File: config.mk
export PLATFORM = sky130hd
export DESIGN_NAME = if_fetch_ctrl
export DESIGN_NICKNAME = d
export VERILOG_FILES = /design/src/rtl/if_fetch_ctrl.sv
export SDC_FILE = /design/constraint.sdc
export NUM_CORES = 1
export LEC_CHECK = 0
export CORE_MARGIN = 2
export CORE_UTILIZATION = 50
export DETAILED_ROUTE_END_ITERATION = 6
export HOLD_SLACK_MARGIN = 0.15
export PLACE_DENSITY = 0.77
export RECOVER_POWER = 50
export SLEW_MARGIN = 10
export SYNTH_ARGS = -nofsm -noshare
export SYNTH_HDL_FRONTEND = slang
export SYNTH_SLANG_ARGS = --single-unit
File: constraint.sdc
create_clock -name clk -period 8.4 [get_ports clk]
set_clock_uncertainty 0.2 [all_clocks]
set_input_delay 1.68 -clock clk [delete_from_list [all_inputs] [get_ports clk]]
set_output_delay 1.68 -clock clk [all_outputs]
set_load 0.005 [all_outputs]
File: src/rtl/if_fetch_ctrl.sv
`default_nettype none
// ============================================================================
// Module   : if_fetch_ctrl
// Brief    : Instruction-fetch stage controller. Owns the PC, the imem request
//            handshake and the IF/ID register. Applies EX redirects, flushes
//            wrong-path instructions to NOP, holds fetch during stalls using a
//            one-entry skid buffer, and discards responses to requests that
//            were abandoned by a redirect (DROP state).
//            Optional macro FETCH_PERF_CNT_EN adds perf_fetch_cnt and
//            perf_flush_cnt outputs.
// Revision : 1.0 - initial release
// ============================================================================
module if_fetch_ctrl #(
  parameter logic [31:0] RESET_PC  = 32'h0000_0000,
  parameter logic [31:0] TRAP_VEC  = 32'h0000_0100,
  parameter logic [31:0] NOP_INSTR = 32'h0000_0013
) (
  input  logic        clk,
  input  logic        rst,
  input  logic [1:0]  pc_sel,
  input  logic [31:0] ex_target,
  input  logic        branch,
  input  logic        stall_en,
  output logic        imem_req,
  output logic [31:0] imem_addr,
  input  logic        imem_ready,
  input  logic [31:0] imem_rdata,
  output logic [31:0] id_pc,
  output logic [31:0] id_instr,
  output logic        id_valid
`ifdef FETCH_PERF_CNT_EN
  ,
  output logic [31:0] perf_fetch_cnt,
  output logic [31:0] perf_flush_cnt
`endif
);

  typedef enum logic [1:0] {
    ST_IDLE  = 2'd0,
    ST_FETCH = 2'd1,
    ST_HOLD  = 2'd2,
    ST_DROP  = 2'd3
  } state_t;

  state_t      state_q, state_d;
  logic [31:0] pc_q, pc_d;
  logic [31:0] drop_addr_q, drop_addr_d;
  logic [31:0] id_pc_q, id_pc_d;
  logic [31:0] id_instr_q, id_instr_d;
  logic        id_valid_q, id_valid_d;
  logic        skid_valid_q, skid_valid_d;
  logic [31:0] skid_pc_q, skid_pc_d;
  logic [31:0] skid_instr_q, skid_instr_d;

  logic        redirect;
  logic [31:0] target;
  logic [31:0] fetch_addr;
  logic        accept;
  logic        flush;

  // Redirect decode; the low target bits are forced to zero (word aligned)
  assign redirect   = (pc_sel == 2'b01) || (pc_sel == 2'b10);
  assign target     = (pc_sel == 2'b10) ? {TRAP_VEC[31:2], 2'b00}
                                        : {ex_target[31:2], ex_target[1:0] & 2'b00};
  assign fetch_addr = {pc_q[31:2], pc_q[1:0] & 2'b00};

  // Request is live in FETCH and while draining an abandoned request in DROP
  assign imem_req  = (state_q == ST_FETCH) || (state_q == ST_DROP);
  assign imem_addr = (state_q == ST_DROP) ? drop_addr_q : fetch_addr;
  assign id_pc     = id_pc_q;
  assign id_instr  = id_instr_q;
  assign id_valid  = id_valid_q;

  // Next-state, PC, skid and IF/ID update with priority redirect > flush > stall
  always_comb begin
    state_d      = state_q;
    pc_d         = pc_q;
    drop_addr_d  = drop_addr_q;
    id_pc_d      = id_pc_q;
    id_instr_d   = id_instr_q;
    id_valid_d   = id_valid_q;
    skid_valid_d = skid_valid_q;
    skid_pc_d    = skid_pc_q;
    skid_instr_d = skid_instr_q;
    accept       = 1'b0;
    flush        = 1'b0;

    if (state_q == ST_DROP) begin
      // Old response is thrown away; a further redirect only retargets the PC
      if (redirect) begin
        pc_d = target;
      end else if (branch) begin
        flush = 1'b1;
      end
      if (imem_ready) begin
        state_d = ST_FETCH;
      end
    end else if (redirect) begin
      pc_d  = target;
      flush = 1'b1;
      if ((state_q == ST_FETCH) && !imem_ready) begin
        // Request cannot be withdrawn: keep presenting it and discard its data
        state_d     = ST_DROP;
        drop_addr_d = fetch_addr;
      end else begin
        state_d = ST_FETCH;
      end
    end else if (branch) begin
      // Kill only; any response this cycle is dropped and the PC refetched
      flush = 1'b1;
      case (state_q)
        ST_IDLE:  state_d = ST_FETCH;
        ST_HOLD:  state_d = stall_en ? ST_HOLD : ST_FETCH;
        default:  state_d = state_q;
      endcase
    end else begin
      case (state_q)
        ST_IDLE: begin
          state_d = ST_FETCH;
        end
        ST_FETCH: begin
          if (imem_ready) begin
            accept = 1'b1;
            pc_d   = pc_q + 32'd4;
            if (stall_en) begin
              skid_valid_d = 1'b1;
              skid_pc_d    = fetch_addr;
              skid_instr_d = imem_rdata;
              state_d      = ST_HOLD;
            end else begin
              id_pc_d    = fetch_addr;
              id_instr_d = imem_rdata;
              id_valid_d = 1'b1;
            end
          end
        end
        ST_HOLD: begin
          if (!stall_en) begin
            if (skid_valid_q) begin
              id_pc_d    = skid_pc_q;
              id_instr_d = skid_instr_q;
              id_valid_d = 1'b1;
            end
            skid_valid_d = 1'b0;
            state_d      = ST_FETCH;
          end
        end
        default: begin
          state_d = ST_FETCH;
        end
      endcase
    end

    if (flush) begin
      id_instr_d   = NOP_INSTR;
      id_valid_d   = 1'b0;
      skid_valid_d = 1'b0;
    end
  end

  // State, PC, skid and IF/ID registers
  always_ff @(posedge clk or posedge rst) begin
    if (rst) begin
      state_q      <= ST_IDLE;
      pc_q         <= RESET_PC;
      drop_addr_q  <= 32'h0;
      id_pc_q      <= 32'h0;
      id_instr_q   <= NOP_INSTR;
      id_valid_q   <= 1'b0;
      skid_valid_q <= 1'b0;
      skid_pc_q    <= 32'h0;
      skid_instr_q <= NOP_INSTR;
    end else begin
      state_q      <= state_d;
      pc_q         <= pc_d;
      drop_addr_q  <= drop_addr_d;
      id_pc_q      <= id_pc_d;
      id_instr_q   <= id_instr_d;
      id_valid_q   <= id_valid_d;
      skid_valid_q <= skid_valid_d;
      skid_pc_q    <= skid_pc_d;
      skid_instr_q <= skid_instr_d;
    end
  end

`ifdef FETCH_PERF_CNT_EN
  logic [31:0] perf_fetch_cnt_q, perf_fetch_cnt_d;
  logic [31:0] perf_flush_cnt_q, perf_flush_cnt_d;

  // Count responses actually kept and cycles in which IF/ID was flushed
  always_comb begin
    perf_fetch_cnt_d = perf_fetch_cnt_q + {31'b0, accept};
    perf_flush_cnt_d = perf_flush_cnt_q + {31'b0, flush};
  end

  // Performance counter registers (wrap naturally)
  always_ff @(posedge clk or posedge rst) begin
    if (rst) begin
      perf_fetch_cnt_q <= 32'h0;
      perf_flush_cnt_q <= 32'h0;
    end else begin
      perf_fetch_cnt_q <= perf_fetch_cnt_d;
      perf_flush_cnt_q <= perf_flush_cnt_d;
    end
  end

  assign perf_fetch_cnt = perf_fetch_cnt_q;
  assign perf_flush_cnt = perf_flush_cnt_q;
`else
  logic unused_cnt_sig;
  assign unused_cnt_sig = accept ^ flush;
`endif

endmodule
`default_nettype wire

Yosys cells after proc, flatten, opt, wreduce, memory -nomap -nowiden
Cells that the tools add are included.

Word-level logic and storage cells: 107. Bits in writable memories: 0. Flip-flop bits (word level): 192. Latch bits: 0. Bits in read-only memories: 0. Bits of input ports: 71. Memories: 0.

Multiply operators: 0. Shift-type cells: 0. Mux-type cells: 54. Reductions and logical operators: 16. Divide/modulo/power cells: 0. Add/sub/neg operators: 1. Magnitude comparators: 0. Bitwise operators: 3. Eq/ne operators: 24.

Operator list (count): $mux W32 (20); $pmux W32 S2 (2); $add A32 B3 Y32 const B (1); $mux W1 (19); $mux W2 (9); $reduce_and A8 Y1 (2); $ne A3 B3 Y1 const B (5); $ne A2 B2 Y1 const B (7); $ne A5 B5 Y1 const B (2); $pmux W2 S2 (2); $reduce_and A7 Y1 (1); $eq A2 B2 Y1 const B (3); $ne A2 B1 Y1 const B (3); $reduce_and A6 Y1 (1); $reduce_bool A2 Y1 (3); $ne A5 B1 Y1 const B (1); $reduce_and A5 Y1 (1); $eq A2 B1 Y1 const B (2); $ne A4 B4 Y1 const B (1); $pmux W1 S2 (2); $reduce_and A4 Y1 (1); $not A1 Y1 (3); $reduce_and A3 Y1 (1); $reduce_bool A3 Y1 (1); 4 further kinds (5).

Depth between registers and ports, before layout
Depth after elaboration: 7. Depth in mapped cells: 10. Depth with buffers taken out: 7.

Worst setup path after synthesis
Ideal clock, no wire load.

Path type: in2reg. Start: in pc_sel[0]. End: reg id_pc_q[23], in the netlist id_pc[23]. Stages on the path: 10. Path slack: 4.708 ns. Data arrival time: 3.368 ns. Library setup time: 0.124 ns. Required time: 8.076 ns. Path through: inv_1 > ha_1 > nand2b_4 > or3_1 > or3_1 > buf_2 > buf_6 > buf_6 > nand2_1 > o21ai_1.

Word-level cells in the longest chain between the ends: 4.

Ends and longest elaborated chain: start: declaration (RTL line 20) `input logic [1:0] pc_sel,`; $eq A2 B1 Y1 / $eq A2 B2 Y1 (equally long branches) (RTL line 62) `assign redirect = (pc_sel == 2'b01) || (pc_sel == 2'b10);`; $logic_or A1 B1 Y1 (*) (RTL line 62); $not A1 Y1 (no source line) (*); $reduce_and A8 Y1 (no source line) (*); end signal: assignment (RTL line 177) `id_pc_q <= id_pc_d;`; end: declaration (RTL line 48) `logic [31:0] id_pc_q, id_pc_d;`.

Every way passes the cells marked *; elsewhere a longest branch is shown, timed or not. A chain may end at the register's enable or synchronous reset.

Final worst setup path
Start: in pc_sel[0]. End: reg id_instr_q[20], in the netlist id_instr[20].

Word-level cells in the longest chain between the ends: 6.

Ends and longest elaborated chain: $eq A2 B1 Y1 / $eq A2 B2 Y1 (equally long branches) (RTL line 62); $logic_or A1 B1 Y1 (*) (RTL line 62); $mux W1 (on tied branches) (RTL line 98, 90); $mux W1 (RTL line 88) `if (state_q == ST_DROP) begin`; $ne A3 B3 Y1 (no source line) (tied with other cells); $reduce_and A8 Y1 (no source line); end signal: assignment (RTL line 178) `id_instr_q <= id_instr_d;`; end: declaration (RTL line 49) `logic [31:0] id_instr_q, id_instr_d;`.

Marks and branches as above.

==> reports/results.tsv <==
stage	metric	value	unit
run_status	status	finished clean	
routing	drc	0	
logic_synthesis	yosys.area.top_type_share	50.53	%
worst_setup_path	max_stage_delay	0.91	ns
logic_synthesis	synth_edf_count	0	
worst_setup_path	end_kind	register	
timing	maxClockFrequency	165.0	MHz
timing	setup_viol	0	
timing	tightestPinTransition	1.244	ns
place	dp_slack	3.329	ns
power_and_ir_drop	power_density	313.9	nW/µm²
global_route	grt_pass1_wl	35780	µm
timing	tns	0	ns
clock_network	root_buffer	clkbuf_16	
logic_synthesis	yosysSeqAreaShare	52.28	%
global_route	grt.overflow.total	0	
power_and_ir_drop	leakagePower	4.791	nW
clock_network	cts_sinks	188	
logic_synthesis	avgSynthCellArea	11.03	µm²
logic_synthesis	ys_warn_count	0	
timing	fin_ws	2.339	ns
logic_synthesis	yosysUniqueCellTypes	51	
logic_synthesis	synth_top_family_by_area	multiplexers	
clock_network	clock_latency	0.43	ns
routing	vias	6830	
clock_network	path_clk_slew	0.07	ns
logic_synthesis	yosys.area_share.simple	10.81	%
clock_network	postCtsSetupRepairBufs	0	
worst_setup_path	slowest_stage	clkbuf_1	
logic_synthesis	syn_area	9012	µm²
floorplanning	coreArea	17840	µm²
routing	ant_nets	0	
logic_synthesis	synthAdderAreaFrac	0.8330	%
worst_setup_path	cp_cell_sequence	dlygate4sd3_1, inv_1, ha_1, clkbuf_1, nand2b_1, or3_1, or3_4, buf_4, nand3_1, o21ai_0	
clock_network	numCtsBuffers	17	
timing	maxSlewViolCount	0	
worst_setup_path	required	8.48	ns
worst_setup_path	cp_max_fo	76	
worst_setup_path	critPathBufInv	4	
power_and_ir_drop	vdd_drop_max	0.1935	mV
clock_network	hold_buffers	0	
floorplanning	dieArea	19110	µm²
floorplanning	core.rowCount	49	
place	globalplace.congestion	0.8978	
logic_synthesis	synth_top_cell_by_area	dfrtp_1	
min_path	min_from	id_pc[2]$_DFFE_PP0P_	
floorplanning	fp.dieH	138.3	µm
logic_synthesis	async_reset_ff_share	100.0	%
clock_network	cts_resized	0	
worst_setup_path	critPathTopFamily	simple AND/OR/NAND/NOR gates	
logic_synthesis	yosys-top-cells-count	dfrtp_1 (182), mux2_2 (114), nand2_1 (70)	
min_path	hp-class	reg2reg	
timing	max_slew_margin	17.04	%
worst_setup_path	r2r-start	state_q[1]$_DFFE_PP0P_	
clock_network	cts_tree	done	
logic_synthesis	synth-compound-area-share	9.857	%
finish	area_delta_synth_final	25.96	%
place	port_buffers	162	
logic_synthesis	netlist_top_cells_area	dfrtp_1 (51%), mux2_2 (14%), mux2i_1 (7.4%), o21ai_0 (3.8%), nand2_1 (2.9%)	
timing	period_share	72.15	%
place	dp_hpwl	14490	µm
worst_setup_path	crit_arrival	6.14	ns
clock_network	cts_buffer_depth	2	
routing	wl_per_cell	18.15	µm
routing	wl	21510	µm
logic_synthesis	ys.flop_type	dfrtp_1	
routing	drt_iter0_drc	570	
clock_network	htreeDepth	4	
worst_setup_path	setup.worst_path.start	pc_sel[0]	
timing	rsz0062_at_grt	false	
routing	drt-vias-per-instance	5.764	
timing	min_period	6.061	ns
floorplanning	initial_utilization	50.52	%
logic_synthesis	synth.most_common_cell	dfrtp_1	
logic_synthesis	synth_xor_area_share	0.3887	%
floorplanning	die_x	138.3	µm
logic_synthesis	muxShareOfSynthArea	21.69	%
finish	drive_gt1_share	17.68	%
place	place_inst	1154	
worst_setup_path	worstSetupPathType	in2reg	
routing	drtPass1Iterations	7	
timing	hold_viol_final	0	
finish	antenna_cells	0	
logic_synthesis	syn-instance-count	817	
finish	final_nets	1021	
worst_setup_path	cp-start-kind	input pin	
global_route	track_usage	23.04	%
floorplanning	ios	169	
flow_run	cap_viol_max_count	0	
finish	fin_cells	1185	
global_route	grt_max_degree	124	
global_route	antenna_found_initial	0	
logic_synthesis	ys_ff_latch	188	
timing	hold_ws	0.2763	ns
global_route	grt_pass1_vias	6842	
report_power, final:
group	total, W	internal, W	switching [W]
clock network	0.000859	0.000508	0.000352
registers	0.00151	0.00126	0.000255
logic	0.00119	0.000684	0.000508
placed cells by master (no fill, tap or decap), drive strengths merged, types with 9 or more instances in the layout:
cell           count
a21oi             39
buf               11
clkbuf            19
clkdlybuf4s50     97
dfrtp            182
dlygate4sd3       65
inv               14
mux2             114
mux2i             67
nand2             70
nand3             47
nand4             11
nor2              17
nor3               9
nor4               9
o21ai             91
path summary, 6_finish.rpt:
| check | slack (ns) | to | cells after the start |
|---|---|---|---|
| setup / recovery | 2.34 | id_instr[20]$_DFFE_PP0P_ | 10 |
| hold / removal | 0.28 | id_pc[2]$_DFFE_PP0P_ | 2 |
| setup reg to reg | 4.59 | skid_instr_q[13]$_DFFE_PP0P_ | 6 |
| hold reg to reg | 0.28 | id_pc[2]$_DFFE_PP0P_ | 2 |
| max in group asynchronous | 4.83 | id_pc[31]$_DFFE_PP0P_ | 3 |
| min in group asynchronous | 1.69 | skid_instr_q[14]$_DFFE_PP0P_ | 2 |
cells by family (layout without fill, tap and decap cells):
group / Yosys count / after routing
AOI/OAI and AO/OA: 159 / 159
xor gates and xnor gates: 4 / 4
adders and majority gates: 6 / 6
buffers and inverters: 82 / 218
DFF: 188 / 188
muxes: 181 / 181
other: 1 / 4
and+or+nand+nor: 196 / 196
stage by stage:
step,utilization (%),instance area (µm²),total power [W]
final,63.63,11350,0.003563
after global routing,63.63,11350,0.003775
after CTS,63.69,11360,0.003621
after detailed placement,60.16,10730,0.002754
after global placement,60.16,10730,0.002708
after floorplan,-,9024,0.002181
layer usage:
layer / track usage, % / part of all wire [%]
met4: 7.895 / 2.3
met2: 37.39 / 48
met5: 0 / 0
met1: 31.52 / 45
met3: 4.157 / 5.1
layout make-up:
| cell class | count | area [µm²] |
|---|---|---|
| clock buffer | 18 | 439.2 |
| clock inverter | 13 | 191.4 |
| fill | 1417 | 6489 |
| inverter | 13 | 56.30 |
| multi-input combinational | 550 | 3959 |
| sequential | 188 | 4712 |
| tap | 229 | 286.5 |
| timing repair buffer | 174 | 1708 |
sequential cells by signal, indices dropped and copies added, names as in the netlist:
register	count
skid_valid_q	1
pc_q	30
skid_pc_q	30
skid_instr_q	32
id_pc	30
id_valid	1
id_instr	32
state_q	2
drop_addr_q	30
worst reg2reg max path: stages, from the launching register on:
cell and delay (ns):
dfrtp_1 0.43, ha_1 0.45, nand2b_1 0.74, nor2_1 0.28
nand2_2 0.60, buf_4 0.57, mux2_2 0.43
Power figures use the tool's default switching activity.
